File: config.mk
export PLATFORM = sky130hd
export DESIGN_NAME = alu_share_arbiter
export DESIGN_NICKNAME = d
export VERILOG_FILES = /design/src/rtl/alu_share_arbiter.sv
export SDC_FILE = /design/constraint.sdc
export NUM_CORES = 1
export LEC_CHECK = 0
export CAP_MARGIN = 10
export CORE_ASPECT_RATIO = 1.75
export CORE_MARGIN = 2
export CORE_UTILIZATION = 38
export CTS_CLUSTER_DIAMETER = 100
export DETAILED_ROUTE_END_ITERATION = 7
export MAX_ROUTING_LAYER = met4
export PLACE_DENSITY = 0.81
export REMOVE_ABC_BUFFERS = 1
export SYNTH_ARGS = -nofsm -noshare
export SYNTH_HDL_FRONTEND = slang
export SYNTH_SLANG_ARGS = --single-unit
File: constraint.sdc
create_clock -name clk -period 1.77 [get_ports clk]
set_clock_uncertainty 0.05 [all_clocks]
set_input_delay 0.354 -clock clk [delete_from_list [all_inputs] [get_ports clk]]
set_output_delay 0.354 -clock clk [all_outputs]
set_load 0.03 [all_outputs]
File: src/rtl/alu_share_arbiter.sv
// Purpose: shares one combinational ALU between two requesters using round-robin arbitration.
// Latency: accept at T, response valid at T+2; the block is free again one cycle after the response is taken.
// Backpressure: each request is held until its ready; the response is held stable until the granted rspN_ready is high.
module alu_share_arbiter #(
    parameter int DATA_W = 32,
    parameter int OP_W   = 4
) (
    input  logic              clk,
    input  logic              rst,

    input  logic              req0_valid,
    output logic              req0_ready,
    input  logic [OP_W-1:0]   req0_op,
    input  logic [DATA_W-1:0] req0_a,
    input  logic [DATA_W-1:0] req0_b,

    input  logic              req1_valid,
    output logic              req1_ready,
    input  logic [OP_W-1:0]   req1_op,
    input  logic [DATA_W-1:0] req1_a,
    input  logic [DATA_W-1:0] req1_b,

    output logic [OP_W-1:0]   alu_op,
    output logic [DATA_W-1:0] alu_a,
    output logic [DATA_W-1:0] alu_b,
    input  logic [DATA_W-1:0] alu_result,

    output logic              rsp0_valid,
    input  logic              rsp0_ready,
    output logic              rsp1_valid,
    input  logic              rsp1_ready,
    output logic [DATA_W-1:0] rsp_data,
    output logic [DATA_W-1:0] alu_data,
    output logic              busy
);

    typedef enum logic [1:0] {
        ST_IDLE = 2'd0,
        ST_EXEC = 2'd1,
        ST_RESP = 2'd2
    } state_t;

    state_t            r_state;
    state_t            w_next_state;

    // r_prio = 0 favours req0 when both are valid; r_gnt remembers who owns the op in flight
    logic              r_prio;
    logic              r_gnt;

    logic [OP_W-1:0]   r_alu_op;
    logic [DATA_W-1:0] r_alu_a;
    logic [DATA_W-1:0] r_alu_b;
    logic [DATA_W-1:0] r_rsp_data;

    logic              w_win0;
    logic              w_win1;
    logic              w_accept;
    logic              w_rsp_take;

    // A lone valid requester always wins; on contention prio breaks the tie
    assign w_win0     = req0_valid & (~req1_valid | ~r_prio);
    assign w_win1     = req1_valid & (~req0_valid |  r_prio);
    assign w_accept   = (r_state == ST_IDLE) & (w_win0 | w_win1);
    assign w_rsp_take = (r_state == ST_RESP) & (r_gnt ? rsp1_ready : rsp0_ready);

    // State register
    always_ff @(posedge clk) begin
        if (rst) begin
            r_state <= ST_IDLE;
        end else begin
            r_state <= w_next_state;
        end
    end

    // Next-state logic: IDLE -> EXEC -> RESP -> IDLE
    always_comb begin
        w_next_state = r_state;
        case (r_state)
            ST_IDLE: begin
                if (w_accept) begin
                    w_next_state = ST_EXEC;
                end
            end
            ST_EXEC: begin
                w_next_state = ST_RESP;
            end
            ST_RESP: begin
                if (w_rsp_take) begin
                    w_next_state = ST_IDLE;
                end
            end
            default: begin
                w_next_state = ST_IDLE;
            end
        endcase
    end

    // Arbitration bookkeeping: winner recorded, priority handed to the other requester
    always_ff @(posedge clk) begin
        if (rst) begin
            r_prio <= 1'b0;
            r_gnt  <= 1'b0;
        end else if (w_accept) begin
            r_gnt  <= w_win1;
            r_prio <= ~w_win1;
        end
    end

    // Operand registers toward the ALU, loaded from the winner on the accept edge
    always_ff @(posedge clk) begin
        if (rst) begin
            r_alu_op <= '0;
            r_alu_a  <= '0;
            r_alu_b  <= '0;
        end else if (w_accept) begin
            if (w_win1) begin
                r_alu_op <= req1_op;
                r_alu_a  <= req1_a;
                r_alu_b  <= req1_b;
            end else begin
                r_alu_op <= req0_op;
                r_alu_a  <= req0_a;
                r_alu_b  <= req0_b;
            end
        end
    end

    // Result capture: the ALU output is sampled once, at the end of EXEC, and then held through RESP
    always_ff @(posedge clk) begin
        if (rst) begin
            r_rsp_data <= '0;
        end else if (r_state == ST_EXEC) begin
            r_rsp_data <= alu_result;
        end
    end

    // Output decode from state; ready is a single-cycle pulse only while IDLE and out of reset
    always_comb begin
        req0_ready = 1'b0;
        req1_ready = 1'b0;
        rsp0_valid = 1'b0;
        rsp1_valid = 1'b0;
        busy       = 1'b0;
        case (r_state)
            ST_IDLE: begin
                req0_ready = ~rst & w_win0;
                req1_ready = ~rst & w_win1;
            end
            ST_EXEC: begin
                busy = 1'b1;
            end
            ST_RESP: begin
                busy       = 1'b1;
                rsp0_valid = ~r_gnt;
                rsp1_valid =  r_gnt;
            end
            default: begin
                busy = 1'b0;
            end
        endcase
    end

    assign alu_op   = r_alu_op;
    assign alu_a    = r_alu_a;
    assign alu_b    = r_alu_b;
    assign rsp_data = r_rsp_data;
    assign alu_data = r_rsp_data;

endmodule
### After elaboration in Yosys (flattened, before gate mapping)

Cells that the tools add are included.
Widths: inputs -> output; s select.

* flip-flop bits (word level): 104
* latch bits: 0
* memory bits (writable): 0
* bits in read-only memories: 0
* input bits: 174
* output and inout bits: 137
* logic and storage cells: 41
* memories: 0

* add/subtract/negate cells: 0
* multipliers: 0
* divide/modulo/power cells: 0
* $lt $le $gt $ge: 0
* equal/unequal tests: 4
* shifts and indexed selects: 0
* mux-type cells: 12
* bitwise operators: 15
* reductions and logical operators: 3

Operator list (number)
* $mux 32: 2
* $and 1x1->1: 6
* $mux 1: 6
* $not 1->1: 6
* $pmux 2 s3: 1
* $mux 2: 2
* $mux 4: 1
* $ne 2x2->1 const B: 2
* $or 1x1->1: 3
* $eq 2x1->1 const B: 1
* $eq 2x2->1 const B: 1
* $logic_not 2->1: 1
* $reduce_and 2->1: 1
* $reduce_or 2->1: 1

### Depth between registers and ports, before layout

* depth after elaboration: 7
* depth in mapped cells: 7
* mapped depth without buffers: 5

### Worst setup path after synthesis

Ideal clock, no wire load.

* kind: in2out
* from: input port req1_valid
* to: output port req0_ready
* data arrival time: 1465 ps
* required time: 1366 ps
* slack: -99 ps
* stages: 3
* path buffers: 2
* cells stage by stage: buf_6 -> clkbuf_1 -> a211oi_1

* longest elaborated chain between the ends: 5

RTL lines
* start, declared: line 17 `input logic req1_valid,`
* $not 1->1: line 61 `assign w_win0 = req0_valid & (~req1_valid | ~r_prio);`
* $or 1x1->1: line 61
* $and 1x1->1: line 61
* $and 1x1->1: line 146 `req0_ready = ~rst & w_win0;`
* $mux 1: line 144 `case (r_state)`
* end, declared: line 12 `output logic req0_ready,`

Every way passes these cells.

### Worst setup path after layout

* from: register r_state[1]
* to: output port req0_ready

* longest elaborated chain between the ends: 2

RTL lines
* start, declared: line 43 `state_t r_state;`
* start signal, assigned: line 71 `r_state <= w_next_state;`
* $logic_not 2->1: line 144
* $mux 1: line 144

Every way passes these cells.

==> reports/summary.md <==
The run finished, with violations left. The final reports fail on negative setup slack. For the final routed DRC violation total, the log shows 0.

For the violation count after the first detailed-routing iteration, the log shows 234. The share of cell area taken by muxes after synthesis was 0.06484; the row count was 56. At the pin with the least slew margin, the transition time is 0.4774 ns. The total placed instance area was 0.008254 mm2.

The aggregate global-route resource usage came out at 0.2338. 0 antenna diodes ended up in the layout. The complex-gate fraction of the synthesized area was 0.2377. After technology mapping, the gate count stands at 561. The logs give 1 for the number of setup violations in the final report and 1173 for the number of fillers in the final layout.

The tool flagged a number of max-cap violations equal to 0. The logs give 9 for the total clock buffers created by CTS and 0.01345 mm2 for the area inside the core boundary. The area growth from synthesis to layout was 60.98%. Worst setup slack after layout: -0.006155 ns.

The worst path buffer plus inverter count is 2, and the worst hold path stage count is 2. Fraction of layout cells with a size suffix above 1: 0.1253. The worst register-to-register path begins at r_state[1]. Summing all multi-input logic gate instances after layout gives 0.002618 mm2. The number of global-route vias before repair was 5386; the clock latency on the worst-skew pair was 0.35 ns. The met1 routing resource usage after global routing was 0.2261; the count of clock tree sinks was 104. The worst-case IR drop observed on VDD is 0.0004600 V.

For the worst setup path, the data required time is 1.37 ns. The tools report the leakage dissipation as 0.003547 uW. For this block, the via count after detailed routing is 5280. The count of distinct cell types in the synthesized netlist was 26; the width of the chip was 92.84 um. For this design the ratio of total power to cell area is 940.7 mW/mm2. For the placer's final routability congestion estimate, the log shows 0.8282. The path with the worst hold slack has its endpoint at alu_a[17]. Met2 usage in global routing: 0.4377.

The parity-gate share of the synthesized area counting xor and xnor cells is 0, and the highest clock frequency the design can meet is 563.0 MHz. The synthesized design contains 104 register bits. The worst setup path is launched from a register. The run gives 17.57 mm as the total routed wirelength.

Entering global routing, the biggest net connects 89 pins. The initial antenna violation count is 0. For the die outline area, the log shows 0.01481 mm2.

The mean number of vias per cell is 5.301. The worst hold path belongs to the class reg2reg. By area, the combinational part of the netlist is dominated by compound AO/OA/AOI/OAI gates. From bottom edge to top edge, the die measures 159.5 um. The clock edge transition at the registers on the reported setup and hold paths works out to 0.07 ns. On the worst path, the slowest cell contributes a delay of 0.34 ns. For the sequential area share after synthesis, the log shows 0.3967. Along the worst path, the maximum fanout reaches 3. Max-slew violation count: 0.

The number of nets in the layout is 995. The number of cells on the worst reg-to-reg path is 7. The adder-cell area share of the yosys netlist was 0.009535. The run gives 0.6281 as the final core utilization. STA classifies the critical path endpoint as an output port. The HPWL after detailed placement is 13.14 mm. The final-report hold violation count was 0.

The signal on the critical path passes through inv_2 > ha_4 > nand2_2 > a211oi_2 > buf_4. The share of the clock period used by the worst path came out at 1.003. The largest individual stage delay along the critical path comes from the cell dfxtp_2.

The clock tree synthesis step divided the H-tree into 3 levels. Cell at the root of the clock tree: clkbuf_16. TritonCTS built the clock tree. Setup repair after global routing could not meet its margin everywhere. The critical setup path kind was reg2out. The worst slew slack as a fraction of its limit is 0.6817, and the total area of sequential cells is 0.002088 mm2. The synthesized area per cell works out to 9.356 um2.

The run gives -0.1903 ns as the setup slack at placement. The layer flagged by global routing as most heavily used is met2. Hold repair after CTS inserted 0 buffers. After synthesis the cells add up to 0.005249 mm2. The clock passes through at most 2 buffers.

Subtracting the final worst setup slack from the clock period gives 1.776 ns. Global routing finished with a remaining overflow of 0. Leaving out fill and tap cells, the most frequent cells in the layout are 170 x clkdlybuf4s50_1, 132 x dlygate4sd2_1, 102 x nor2_1. For the post-route antenna net violation count, the log shows 0. The global routing met3 resource utilization was 0.04543. The worst hold path begins at alu_a[17].

Leaving out fill and tap cells, the most frequent cell in the layout is clkdlybuf4s50_1. The endpoint identified for the worst register-to-register timing path is alu_b[30]. The I/O pin count is 311, and the fraction of the mapped netlist area in simple logic gates is 0.1805.

The wire length of the first global-routing pass came out at 26.93 mm. The cell class contributing the biggest share of worst-path delay is flip-flops. The tools report the total number of yosys warnings as 0. The register-to-register setup slack was 0.10 ns. Data on the critical path arrives at its endpoint at 1.37 ns.

The final cell area excluding filler cells was 0.008449 mm2; the count of buffers inserted at the top-level ports was 310. The tools report the starting density of the core as 0.3902. Dividing the detail-routed wire length by the instance count gives 17.64 um. Before antenna repair, the detailed router went through 4 iterations.
-- tightest hold or removal path, delay by kind of cell, from the launching register on --
| family | cells | cell delay [ns] |
|---|---|---|
| AND/OR/NAND/NOR | 1 | 0.09 |
| AO/OA/AOI/OAI | 1 | 0.05 |
| flip-flops | 1 | 0.31 |
-- routing by layer --
layer,vias to the layer above,wire (um)
li1,2507,-
met1,2473,6128
met2,254,9605
met3,46,1123
met4,0,713
met5,-,0
-- Yosys cell counts, drive strengths merged --
library cell    n  area share
a21oi           3      0.0029
buf            68       0.091
a21o            1      0.0014
nand2           2      0.0014
a311oi         69        0.16
nand2b          2      0.0024
nor2          102       0.073
clkbuf         25       0.018
o21a            1      0.0014
nor2b           2      0.0038
and2            1      0.0012
mux2i          34       0.065
o21ai          68       0.065
a211oi          2      0.0029
nand3b         69       0.099
dfxtp         104        0.40
ha              4      0.0095
inv             3      0.0021
a22oi           1      0.0014
-- registers in the layout, indices dropped and copies added, names as in the netlist --
register / count
alu_a: 32
alu_b: 32
alu_data: 32
alu_op: 4
r_state: 2
r_gnt: 1
r_prio: 1
-- what timing repair did --
item / 4_1_cts / 5_1_grt
endpoints found under the setup margin: 136 / 6
setup buffers: 4 / 2
gates resized for setup: 139 / 7
pin swaps: 2 / 2
-- how the worst max path moves through the flow --
stage	start	end	slack, ns	depth (start not counted)
6_report	r_state[1]	req0_ready	-0.006	5
5_1_grt	r_state[0]	req0_ready	-0.07	5
4_1_cts	alu_data[18]	rsp_data[18]	0.0002	1
3_5_place_dp	req0_valid	alu_b[21]	-0.19	5
3_3_place_gp	req0_valid	alu_b[2]	-0.15	5
2_1_floorplan	r_state[0]	alu_a[0]	-2.32	4
-- where the power goes --
| part | leakage [uW] | internal, uW | total (uW) | switching (uW) |
|---|---|---|---|---|
| Sequential | 0.000861 | 2670 | 2870 | 196 |
| Combinational | 0.00255 | 1330 | 3170 | 1840 |
| Clock | 0.000135 | 976 | 1910 | 935 |
-- cell type report --
class | instances | area share
Timing Repair Buffer | 338 | 0.3826
Multi-Input combinational cell | 361 | 0.3098
Sequential cell | 104 | 0.2471
Clock buffer | 10 | 0.02710
Tap cell | 174 | 0.02577
Clock inverter | 6 | 0.005923
Inverter | 3 | 0.001629
-- per-stage QoR --
step | total power [uW] | instances | hold WS [ns] | TNS [ns]
after floorplan | 4742 | 468 | 0.3719 | -165.03
after global placement | 6223 | 974 | 0.4293 | -7.704
after detailed placement | 6327 | 974 | 0.4450 | -9.060
after CTS | 8010 | 994 | 0.4545 | 0
after global routing | 8355 | 996 | 0.4644 | -0.07543
final | 7948 | 996 | 0.4497 | -0.006155
-- cell families (layout without fill, tap and decap cells) --
| group | after synthesis | in the layout |
|---|---|---|
| fa+ha+maj | 4 | 4 |
| flops | 104 | 104 |
| compound gates | 145 | 145 |
| mux | 34 | 34 |
| simple gates | 178 | 178 |
| buf+inv | 96 | 357 |
No activity file was read; power rests on OpenSTA's default activity.
==> RTL edit, RTL diff (same settings) <==
`DATA_W`: 32 -> 28.
--- a/src/rtl/alu_share_arbiter.sv
+++ b/src/rtl/alu_share_arbiter.sv
@@ -4,3 +4,3 @@
 module alu_share_arbiter #(
-    parameter int DATA_W = 32,
+    parameter int DATA_W = 28,
     parameter int OP_W   = 4
Ports: changed (9 resized); port bits go from 311 to 275. The function was not compared with the original's and may differ.
==> RTL edit against the unedited design <==
  * Combinational power fell by 15%
  * Cell area down 12%
  * Synthesized area is 16% lower
  * Setup slack gained 0.033 ns
  * Total power fell by 9.5%
  * Sequential share of layout area grew 0.22 points
  * Routed wire length down 17%
  * Sequential cell count shrank 12
==> RTL edit: results (changes against the unedited design) <==
clock_network:
  clkSinkCount: 92  # was 104
  cts-resized-gates: 95  # was 139
  cts_setup_buffers: 2  # was 4
synth:
  yosys-top-cells-count: "dfxtp_1 (92), nor2_1 (90), nand3b_1 (61), a311oi_1 (58), buf_4 (36)"  # was dfxtp_1 (104), nor2_1 (102), nand3b_1 (69), a311oi_2 (40), o21ai_0 (39)
  synthTopCellsByArea: "dfxtp_1 (42%), a311oi_1 (12%), nand3b_1 (10%)"  # was dfxtp_1 (40%), a311oi_2 (11%), nand3b_1 (9.9%)
  synth-seq-area-share: 0.418  # was 0.397
  synth_compound_area_frac: 0.205  # was 0.238
  synth_fa_ha_area_frac: 0.0113  # was 0.00954
final_layout:
  clkCellAreaFrac: 0.0423  # was 0.0330
  n_all_buffers: 297  # was 338
  seq_share: 0.249  # was 0.247
  nFillCells: 968  # was 1173
  fin_cells: 864  # was 996
  nonClkBufAreaFrac: 0.396  # was 0.383
  post_route_cells_drive_above_1_share: 0.0850  # was 0.125
critical_path:
  critPathLaunch: "alu_b[10]"  # was r_state[1]
  rr_worst_depth: 6  # was 7
  cp-endpoint: "alu_b[10]"  # was req0_ready
  cpPeakStageDelay_ns: 0.68  # was 0.34 ns
  slowest_stage: "clkdlybuf4s50_1"  # was dfxtp_2
  worstPathMaxFanout: 2  # was 3
  arrival_ns: 1.34  # was 1.37 ns
placement:
  gp_congestion: 0.825  # was 0.828
  place_ws_ns: -0.140  # was -0.190 ns
  dp_cells: 845  # was 974
global_route:
  track_usage: 0.231  # was 0.234
power_and_ir_drop:
  irDropWorstVdd_uv: 761  # was 460 uV
  swShare: 0.347  # was 0.374
  comb_power_mw: 2.70  # was 3.17 mW
route:
  first_iter_violations: 118  # was 234
  wl_microns: 14600  # was 17600 microns
  viasPerCell: 5.36  # was 5.30
outcome:
  status: "finished clean"  # was finished, violations left
[RTL edit: cell types whose count changed after synthesis, moves of 4 or more]
cell      delta
mux2i_1      -4
o21ai_0      -9
a311oi_2    -37
nand3b_1     -8
buf_6        -7
a311oi_1    +29
dfxtp_1     -12
nor2_1      -12
[RTL edit: worst min-delay path by stage]
| stage | slack (ns) | to | cells past startpoint | startpoint |
|---|---|---|---|---|
| after detailed placement | 0.44 | alu_b[4] | 2 | alu_b[4] |
| after CTS | 0.31 | r_state[0] | 2 | rst |
| after global routing | 0.32 | r_state[0] | 2 | rst |
| final | 0.33 | r_state[0] | 2 | rst |
| after global placement | 0.43 | r_state[1] | 2 | r_state[1] |
| after floorplan | 0.37 | alu_a[18] | 1 | rst |
[RTL edit: routing by layer]
layer,wire length [microns],share of wire,track usage,up-vias
met2,7680,0.53,0.419,239
li1,-,-,-,2226
met5,0,0,-,-
met4,638,0.044,0.112,0
met3,999,0.069,0.0480,49
met1,5240,0.36,0.227,2116
